**src/rtl/softplus8_pkg.sv**
```systemverilog
// softplus8 shared constants: Q8.8 format, inverse-softplus PLA tables,
// forward-softplus constants and the inter-stage bundles.
package softplus8_pkg;

    localparam int Q_W    = 16;
    localparam int Q_FRAC = 8;
    localparam int SEG_N  = 8;
    localparam int SEG_KW = 3;

    typedef logic [Q_W-1:0]        uq_t;
    typedef logic signed [Q_W-1:0] sq_t;
    typedef logic [SEG_KW-1:0]     seg_k_t;

    // inverse softplus: segment starts, start values, slopes (Q8.8)
    localparam uq_t INV_Y0 [SEG_N] = '{
        16'd1, 16'd32, 16'd64, 16'd128,
        16'd256, 16'd384, 16'd512, 16'd768
    };
    localparam sq_t INV_X0 [SEG_N] = '{
        -16'sd1419, -16'sd516, -16'sd322, -16'sd111,
        16'sd139, 16'sd319, 16'sd475, 16'sd755
    };
    localparam uq_t INV_S [SEG_N] = '{
        16'd7457, 16'd1552, 16'd844, 16'd500,
        16'd360, 16'd312, 16'd280, 16'd260
    };

    // above this y, ln(e^y - 1) equals y to within an LSB
    localparam uq_t INV_ID_LO = 16'd1536;

    // forward softplus: identity above 6.0, ~0 below -6.0,
    // softplus(0) = ln 2
    localparam sq_t FWD_ID_X   = 16'sd1536;
    localparam sq_t FWD_ZERO_X = -16'sd1536;
    localparam uq_t FWD_Y_AT_0 = 16'd177;

    typedef struct packed {
        logic   valid;
        seg_k_t k;
        uq_t    off;
        logic   zero;
        logic   ident;
        logic   hi;
    } inv_s1_t;

    typedef struct packed {
        logic valid;
        sq_t  x;
        logic sat;
    } inv_s2_t;

endpackage

```
**src/rtl/softplus8_inv_seg.sv**
```systemverilog
// softplus8 inverse segment lookup: y -> segment, start point, flags,
// plus the X0/S table read for the segment held in stage 1.
import softplus8_pkg::*;

module softplus8_inv_seg (
    input  logic [15:0]        y,
    output logic [2:0]         k,
    output logic [15:0]        y0,
    output logic               zero,
    output logic               ident,
    output logic               hi,
    input  logic [2:0]         lut_k,
    output logic signed [15:0] lut_x0,
    output logic [15:0]        lut_s
);

    // largest segment whose start is <= y; special ranges use y0 = 0
    always_comb begin
        k = '0;
        for (int i = 1; i < SEG_N; i++) begin
            if (y >= INV_Y0[i]) k = 3'(i);
        end
        zero  = (y == '0);
        hi    = y[15];
        ident = !y[15] && (y >= INV_ID_LO);
        y0    = (zero || ident || hi) ? '0 : INV_Y0[k];
    end

    // start value and slope of the registered segment
    always_comb begin
        lut_x0 = INV_X0[lut_k];
        lut_s  = INV_S[lut_k];
    end

endmodule

```
**src/rtl/softplus8_inv_pla.sv**
```systemverilog
// softplus8 inverse: two-stage PLA x = ln(e^y - 1) in Q8.8 with
// valid/ready handshake and saturation flag.
import softplus8_pkg::*;

module softplus8_inv_pla (
    input  logic        clk,
    input  logic        rst,
    input  logic        in_valid,
    output logic        in_ready,
    input  logic [15:0] y,
    output logic        out_valid,
    input  logic        out_ready,
    output logic [15:0] x,
    output logic        x_sat
);

    inv_s1_t s1_q, s1_d;
    inv_s2_t s2_q, s2_d;

    logic               adv;
    logic [2:0]         seg_k;
    logic [15:0]        seg_y0;
    logic               seg_zero;
    logic               seg_ident;
    logic               seg_hi;
    logic signed [15:0] lut_x0;
    logic [15:0]        lut_s;
    logic signed [31:0] prod;
    logic signed [31:0] seg_x;

    softplus8_inv_seg u_seg (
        .y      (y),
        .k      (seg_k),
        .y0     (seg_y0),
        .zero   (seg_zero),
        .ident  (seg_ident),
        .hi     (seg_hi),
        .lut_k  (s1_q.k),
        .lut_x0 (lut_x0),
        .lut_s  (lut_s)
    );

    // whole pipe moves together unless the output is stalled
    always_comb begin
        adv       = !s2_q.valid || out_ready;
        in_ready  = adv;
        out_valid = s2_q.valid;
        x         = s2_q.x;
        x_sat     = s2_q.sat;
    end

    // stage 1: capture segment, offset and range flags
    always_comb begin
        s1_d = s1_q;
        if (adv) begin
            s1_d.valid = in_valid;
            if (in_valid) begin
                s1_d.k     = seg_k;
                s1_d.off   = y - seg_y0;
                s1_d.zero  = seg_zero;
                s1_d.ident = seg_ident;
                s1_d.hi    = seg_hi;
            end
        end
    end

    // stage 2: linear segment, range overrides and clamping
    always_comb begin
        prod  = $signed({16'd0, s1_q.off}) * $signed({16'd0, lut_s});
        seg_x = $signed({{16{lut_x0[15]}}, lut_x0}) + (prod >>> Q_FRAC);
        s2_d  = s2_q;
        if (adv) begin
            s2_d.valid = s1_q.valid;
            if (s1_q.valid) begin
                s2_d.sat = 1'b0;
                if (s1_q.zero) begin
                    s2_d.x   = 16'sh8000;
                    s2_d.sat = 1'b1;
                end else if (s1_q.hi) begin
                    s2_d.x   = 16'sh7fff;
                    s2_d.sat = 1'b1;
                end else if (s1_q.ident) begin
                    s2_d.x = s1_q.off;
                end else if (seg_x > 32'sd32767) begin
                    s2_d.x   = 16'sh7fff;
                    s2_d.sat = 1'b1;
                end else if (seg_x < -32'sd32768) begin
                    s2_d.x   = 16'sh8000;
                    s2_d.sat = 1'b1;
                end else begin
                    s2_d.x = seg_x[15:0];
                end
            end
        end
    end

    // pipeline registers, cleared asynchronously
    always_ff @(posedge clk or negedge rst) begin
        if (!rst) begin
            s1_q <= '0;
            s2_q <= '0;
        end else begin
            s1_q <= s1_d;
            s2_q <= s2_d;
        end
    end

endmodule

```
**config.mk**
```make
export PLATFORM = sky130hd
export DESIGN_NAME = softplus8_inv_pla
export DESIGN_NICKNAME = d
export VERILOG_FILES = /design/src/rtl/softplus8_pkg.sv /design/src/rtl/softplus8_inv_seg.sv /design/src/rtl/softplus8_inv_pla.sv
export SDC_FILE = /design/constraint.sdc
export NUM_CORES = 1
export LEC_CHECK = 0
export CORE_UTILIZATION = 60
export CTS_BUF_LIST = sky130_fd_sc_hd__clkbuf_16
export CTS_CLUSTER_SIZE = 40
export DETAILED_ROUTE_END_ITERATION = 7
export DONT_BUFFER_PORTS = 1
export GPL_TIMING_DRIVEN = 0
export PLACE_DENSITY = 0.76
export SLEW_MARGIN = 20
export SYNTH_ARGS = -nofsm -noshare
export SYNTH_HDL_FRONTEND = slang
export SYNTH_SLANG_ARGS = --single-unit
```
**constraint.sdc**
```tcl
create_clock -name clk -period 12.5 [get_ports clk]
set_clock_uncertainty 0.05 [all_clocks]
set_input_delay 3.125 -clock clk [delete_from_list [all_inputs] [get_ports clk]]
set_output_delay 3.125 -clock clk [all_outputs]
set_load 0.01 [all_outputs]
```
==> flow_summary.toml, run 1 <==
[grt]
number_of_global_route_vias_before_repair = 8531
overflow = 0
grtUsageTotal_pct = 30.91
grt_pass1_wl_um = 42860
number_of_antenna_violations_at_the_first_check_in_global_routing = 0
grt_max_degree = 42

[sta]
final-setup-viol-count = 0
crit_share_post_route_pct = 90.10
rsz0062_at_grt = "false"
tightestPinTransition_ns = 0.8452
final.setup.tns_ns = 0
slew_violations = 0
final_period_minus_worst_setup_slack_ns = 11.26
timing_hold_violations_final = 0
maxClockFrequency_mhz = 88.79
relative_slew_margins_pct = 43.66

[logic_synthesis]
async_reset_ff_share_pct = 100.0
syn_nets = 1517
netlist_area_mm2 = 0.01030
synth-main-ff-cell = "dfrtp_1"
synthDominantAreaCellType = "fa_1"
yosys.cell_count.top_type = "inv_1"
synth_cell_types = 68
yosys_warnings = 0
ys_seq_area_share_pct = 9.964
netlist_instances = 1213
ys_top_cells_by_area = "fa_1 (26%), ha_1 (18%), dfrtp_1 (10%)"
synth_seq_cells = 41
syn_area_per_cell_um2 = 8.489
synth_enable_flop_cells = 0
area_share_of_the_leading_cell_type_in_the_synthesized_netlist_pct = 26.25
synth_commonest_cells = "inv_1 (226), ha_1 (149), fa_1 (135), nand2_1 (113), and2_1 (81)"

[worst_setup_path]
cpPeakStageDelay_ns = 0.89
timing.rr.end = "x[1]"
worst_r2r_startpoint = "s1_q[21]"
cp_top_family = "compound AO/OA/AOI/OAI gates"
critPathKind = "register to register"
critical_path_arrival_ns = 11.42
start_kind = "register"
cp.depth = 39
critical_path.endpoint_type = "register"
startpoint = "s1_q[21]"
critical_path.n_buffers_inverters = 10
setup.worst_path.end = "x[1]"
ff2ff_path_depth = 39
critical-path-slowest-cell = "a21boi_0"
crit_fanout = 22
regToRegSetupSlack_ns = 1.24
worst_ep_required_time_ns = 12.66

[route]
wl_um = 25560
dr.pass1.iters = 5
route.detailed.vias_per_inst = 5.632
drt-initial-drc-count = 436
postRouteAntennaNets = 0
detail_route.wl_per_cell_um = 17.74
route.vias.total = 8116
route.detailed.drc = 0

[clocking]
ctsRootBufferMaster = "clkbuf_16"
tritoncts = "built"
post_cts_resize_count = 0
htree_levels = 2
cts_hold_buf = 0
worst_setup_hold_path_clk_slew_ns = 0.06
cts.path.max_buffers = 2
cts_setup_buffers = 0
tritoncts_num_sinks = 41
insertion_delay_ns = 0.28
number_of_cts_inserted_buffers = 5

[die]
num_rows = 47
floorplan_die_area_mm2 = 0.01769
dieHeight_um = 133.0
initial_core_util_pct = 61.88
core_mm2 = 0.01664
design.portCount = 39
die_extent_in_x_um = 133.0

[place]
dpl-instance-area_mm2 = 0.01057
port_buffers = 0
routabilityCongestion = 0.9267
dp_hpwl_um = 21920

[run]
drv.max_cap_violation_count = 0

[cells_and_area]
finalInstanceArea_mm2 = 0.01074
synthesis_to_finish_area_growth_pct = 4.253
final_layout_size_suffix_gt1_share_pct = 3.276
num-nets-final = 1524
num_antenna_cells = 0

[min_path]
hold_class = "register to register"

[run_status]
outcome = "finished, final reports clean"
-- registers in the layout, indices dropped and copies added (netlist names) --
register and count:
s1_q 23, x 16, out_valid 1, x_sat 1
-- cells in the final DEF, fill, tap and decap left out, types with 41 or more instances in the layout --
cell type | synthesis | final
o21ai_0 | 49 | 49
nand2_1 | 113 | 113
a21oi_1 | 65 | 65
fa_1 | 135 | 135
ha_1 | 149 | 149
clkbuf_1 | 41 | 41
dfrtp_1 | 41 | 41
inv_1 | 226 | 227
and2_1 | 81 | 81
nor2_1 | 50 | 50
-- per-stage QoR --
| step | hold WS (ns) | instances | worst slack, ns | utilization (%) |
|---|---|---|---|---|
| CTS | 0.4518 | 1441 | 1.277 | 64.51 |
| global route | 0.4681 | 1441 | 0.5328 | 64.51 |
| global placement | 0.4346 | 1433 | 1.531 | 63.53 |
| floorplan | 0.4214 | 1213 | 3.432 | - |
| detailed placement | 0.4389 | 1433 | 1.323 | 63.53 |
| finish | 0.4514 | 1441 | 1.238 | 64.51 |
-- worst min-delay path by stage --
stage            start       to  slack (ns)  depth (start not counted)
6_report       s1_q[0]  s1_q[0]        0.45                          1
5_1_grt        s1_q[0]  s1_q[0]        0.47                          1
4_1_cts        s1_q[0]  s1_q[0]        0.45                          1
3_5_place_dp   s1_q[0]  s1_q[0]        0.44                          1
3_3_place_gp   s1_q[0]  s1_q[0]        0.43                          1
2_1_floorplan  s1_q[0]  s1_q[0]        0.42                          1
-- layer usage --
metal / GRT usage [%] / part of all wire [%] / vias to the layer above
li1: - / - / 3885
met1: 42.62 / 45 / 3915
met2: 50.93 / 46 / 267
met3: 2.644 / 5.9 / 49
met4: 11.24 / 3.6 / 0
met5: 0 / 0 / -
-- cell families after synthesis --
kind of cell	Yosys count	share of synthesized area, %
simple gates	351	17.40
fa+ha+maj	284	44.35
buf+inv	271	10.04
compound gates	213	13.63
xor+xnor	51	4.411
flops	41	9.964
mux	2	0.2066
-- layout make-up --
| class | count | area, µm² |
|---|---|---|
| clock buffers | 5 | 125.1 |
| fillers | 1418 | 5907 |
| flip-flops and latches | 41 | 1026 |
| multi-input cells | 901 | 8238 |
| well taps | 220 | 275.3 |
| inverters | 227 | 852.1 |
| plain buffers | 44 | 181.4 |
| clock inverters | 3 | 37.54 |
Power of run 1 is not shown: default switching activity piles up to over one toggle a cycle in this logic, so the estimate is an artifact.
==> run 2, diff against run 1 <==
--- a/config.mk
+++ b/config.mk
@@ -10,7 +10,6 @@
 export CTS_CLUSTER_SIZE = 40
 export DETAILED_ROUTE_END_ITERATION = 7
 export DONT_BUFFER_PORTS = 1
-export GPL_TIMING_DRIVEN = 0
 export PLACE_DENSITY = 0.76
 export SLEW_MARGIN = 20
 export SYNTH_ARGS = -nofsm -noshare
==> flow_summary.toml, run 2 (synthesis results as in run 1) <==
[clocking]
worst_setup_hold_path_clk_slew_ns = 0.06
post_cts_resize_count = 0
htree_levels = 2
cts_setup_buffers = 0
cts.path.max_buffers = 2
tritoncts = "built"
tritoncts_num_sinks = 41
ctsRootBufferMaster = "clkbuf_16"
number_of_cts_inserted_buffers = 5
cts_hold_buf = 0
insertion_delay_ns = 0.28

[worst_setup_path]
critical_path.endpoint_type = "register"
critical_path.n_buffers_inverters = 6
critPathKind = "register to register"
worst_r2r_startpoint = "s1_q[21]"
crit_fanout = 22
start_kind = "register"
ff2ff_path_depth = 34
path_common_cell = "fa_1"
cpPeakStageDelay_ns = 0.77
timing.rr.end = "x[9]"
critical_path_arrival_ns = 10.83
critical-path-slowest-cell = "clkinv_1"
cp_top_family = "adder cells"
regToRegSetupSlack_ns = 1.83
worst_ep_required_time_ns = 12.66

[die]
floorplan_die_area_mm2 = 0.01769
num_rows = 47
dieHeight_um = 133.0
core_mm2 = 0.01664
die_extent_in_x_um = 133.0
design.portCount = 39
initial_core_util_pct = 61.88

[min_path]
timing.hold.worst_endpoint = "s1_q[0]"
hold_class = "register to register"
hold_path_startpoint = "s1_q[0]"
hold-path-cell-count = 1

[route]
drt-initial-drc-count = 413
route.detailed.vias_per_inst = 5.747
route.vias.total = 8080
detail_route.wl_per_cell_um = 17.58
postRouteAntennaNets = 0
wl_um = 24710
dr.pass1.iters = 5
route.detailed.drc = 0

[grt]
grt_max_degree = 42
grtUsageTotal_pct = 29.64
number_of_antenna_violations_at_the_first_check_in_global_routing = 0
number_of_global_route_vias_before_repair = 8283
overflow = 0
grt_pass1_wl_um = 41190

[sta]
timing_hold_violations_final = 0
maxClockFrequency_mhz = 93.73
final.setup.tns_ns = 0
slew_violations = 0
rsz0062_at_grt = "false"
final-setup-viol-count = 0
crit_share_post_route_pct = 85.35
relative_slew_margins_pct = 33.20
tightestPinTransition_ns = 0.9995
final_period_minus_worst_setup_slack_ns = 10.67

[run]
drv.max_cap_violation_count = 0

[cells_and_area]
synthesis_to_finish_area_growth_pct = 3.488
num-fill-cells = 1451
num-nets-final = 1489
num_antenna_cells = 0
final_layout_size_suffix_gt1_share_pct = 4.132
registers.top_by_ff_count = "s1_q"
layout.cells.most_common_list = "inv_1 (226), ha_1 (149), fa_1 (135), nand2_1 (113), and2_1 (81)"
largest_register_ff_count = 23
mostFrequentLayoutCell = "inv_1"

[run_status]
outcome = "finished, final reports clean"

[place]
routabilityCongestion = 0.9442
dp_hpwl_um = 20080
port_buffers = 0
run 2: cell count changes in the layout (fill, tap and decap cells not counted):
cell | previous run | this run
clkinv_1 | 2 | 1
clkbuf_1 | 41 | 0
buf_4 | 0 | 9
a21oi_1 | 65 | 64
inv_6 | 0 | 1
bufinv_16 | 1 | 2
buf_6 | 2 | 0
a21oi_2 | 12 | 13
inv_1 | 227 | 226
buf_2 | 1 | 0
run 2: routing by layer:
metal  track usage, %  part of all wire, %  up-vias
met5                0                    0        -
met4            9.706                  2.9        0
met3            4.291                  6.8       56
met2            49.62                   48      286
met1            39.45                   42     3924
li1                 -                    -     3814
run 2: through the flow:
stage,utilization [%],setup WS (ns),std cells,cell area [µm²],hold WS [ns]
final,64.03,1.832,1406,10660,0.4624
after detailed placement,62.87,1.899,1398,10460,0.4462
after global placement,62.87,2.079,1398,10460,0.4420
after global routing,64.03,1.080,1406,10660,0.4834
after floorplan,-,3.432,1213,10300,0.4214
after CTS,64.03,1.895,1406,10660,0.4598
run 2: worst max-delay path by stage:
stage | from | endpoint | depth (start not counted) | slack (ns)
4_1_cts | s1_q[21] | x[9] | 34 | 1.90
3_5_place_dp | s1_q[21] | x[9] | 34 | 1.90
3_3_place_gp | s1_q[21] | x[9] | 34 | 2.08
6_report | s1_q[21] | x[9] | 34 | 1.83
5_1_grt | s1_q[21] | x[9] | 35 | 1.08
2_1_floorplan | s1_q[19] | x[11] | 38 | 3.43
run 2: cell type report:
class	count	area (µm²)	share of cell area [%]
clock buffer	5	125.1	1.174
clock inverter	3	68.82	0.6458
inverter	227	852.1	7.996
multi-input combinational	901	8242	77.34
sequential	41	1026	9.628
tap	220	275.3	2.583
timing repair buffer	9	67.56	0.6340
run 2: worst reg2reg max path: cells and delay by family, from the launching register on:
family	cells	cell delay, ns
adder cells (fa/ha/maj)	8	3.45
XOR/XNOR	1	0.17
AO/OA/AOI/OAI	11	2.83
flip-flops	1	0.75
AND/OR/NAND/NOR	8	2.22
buffers and inverters	6	1.10
Power of run 2 is left out for the same reason.
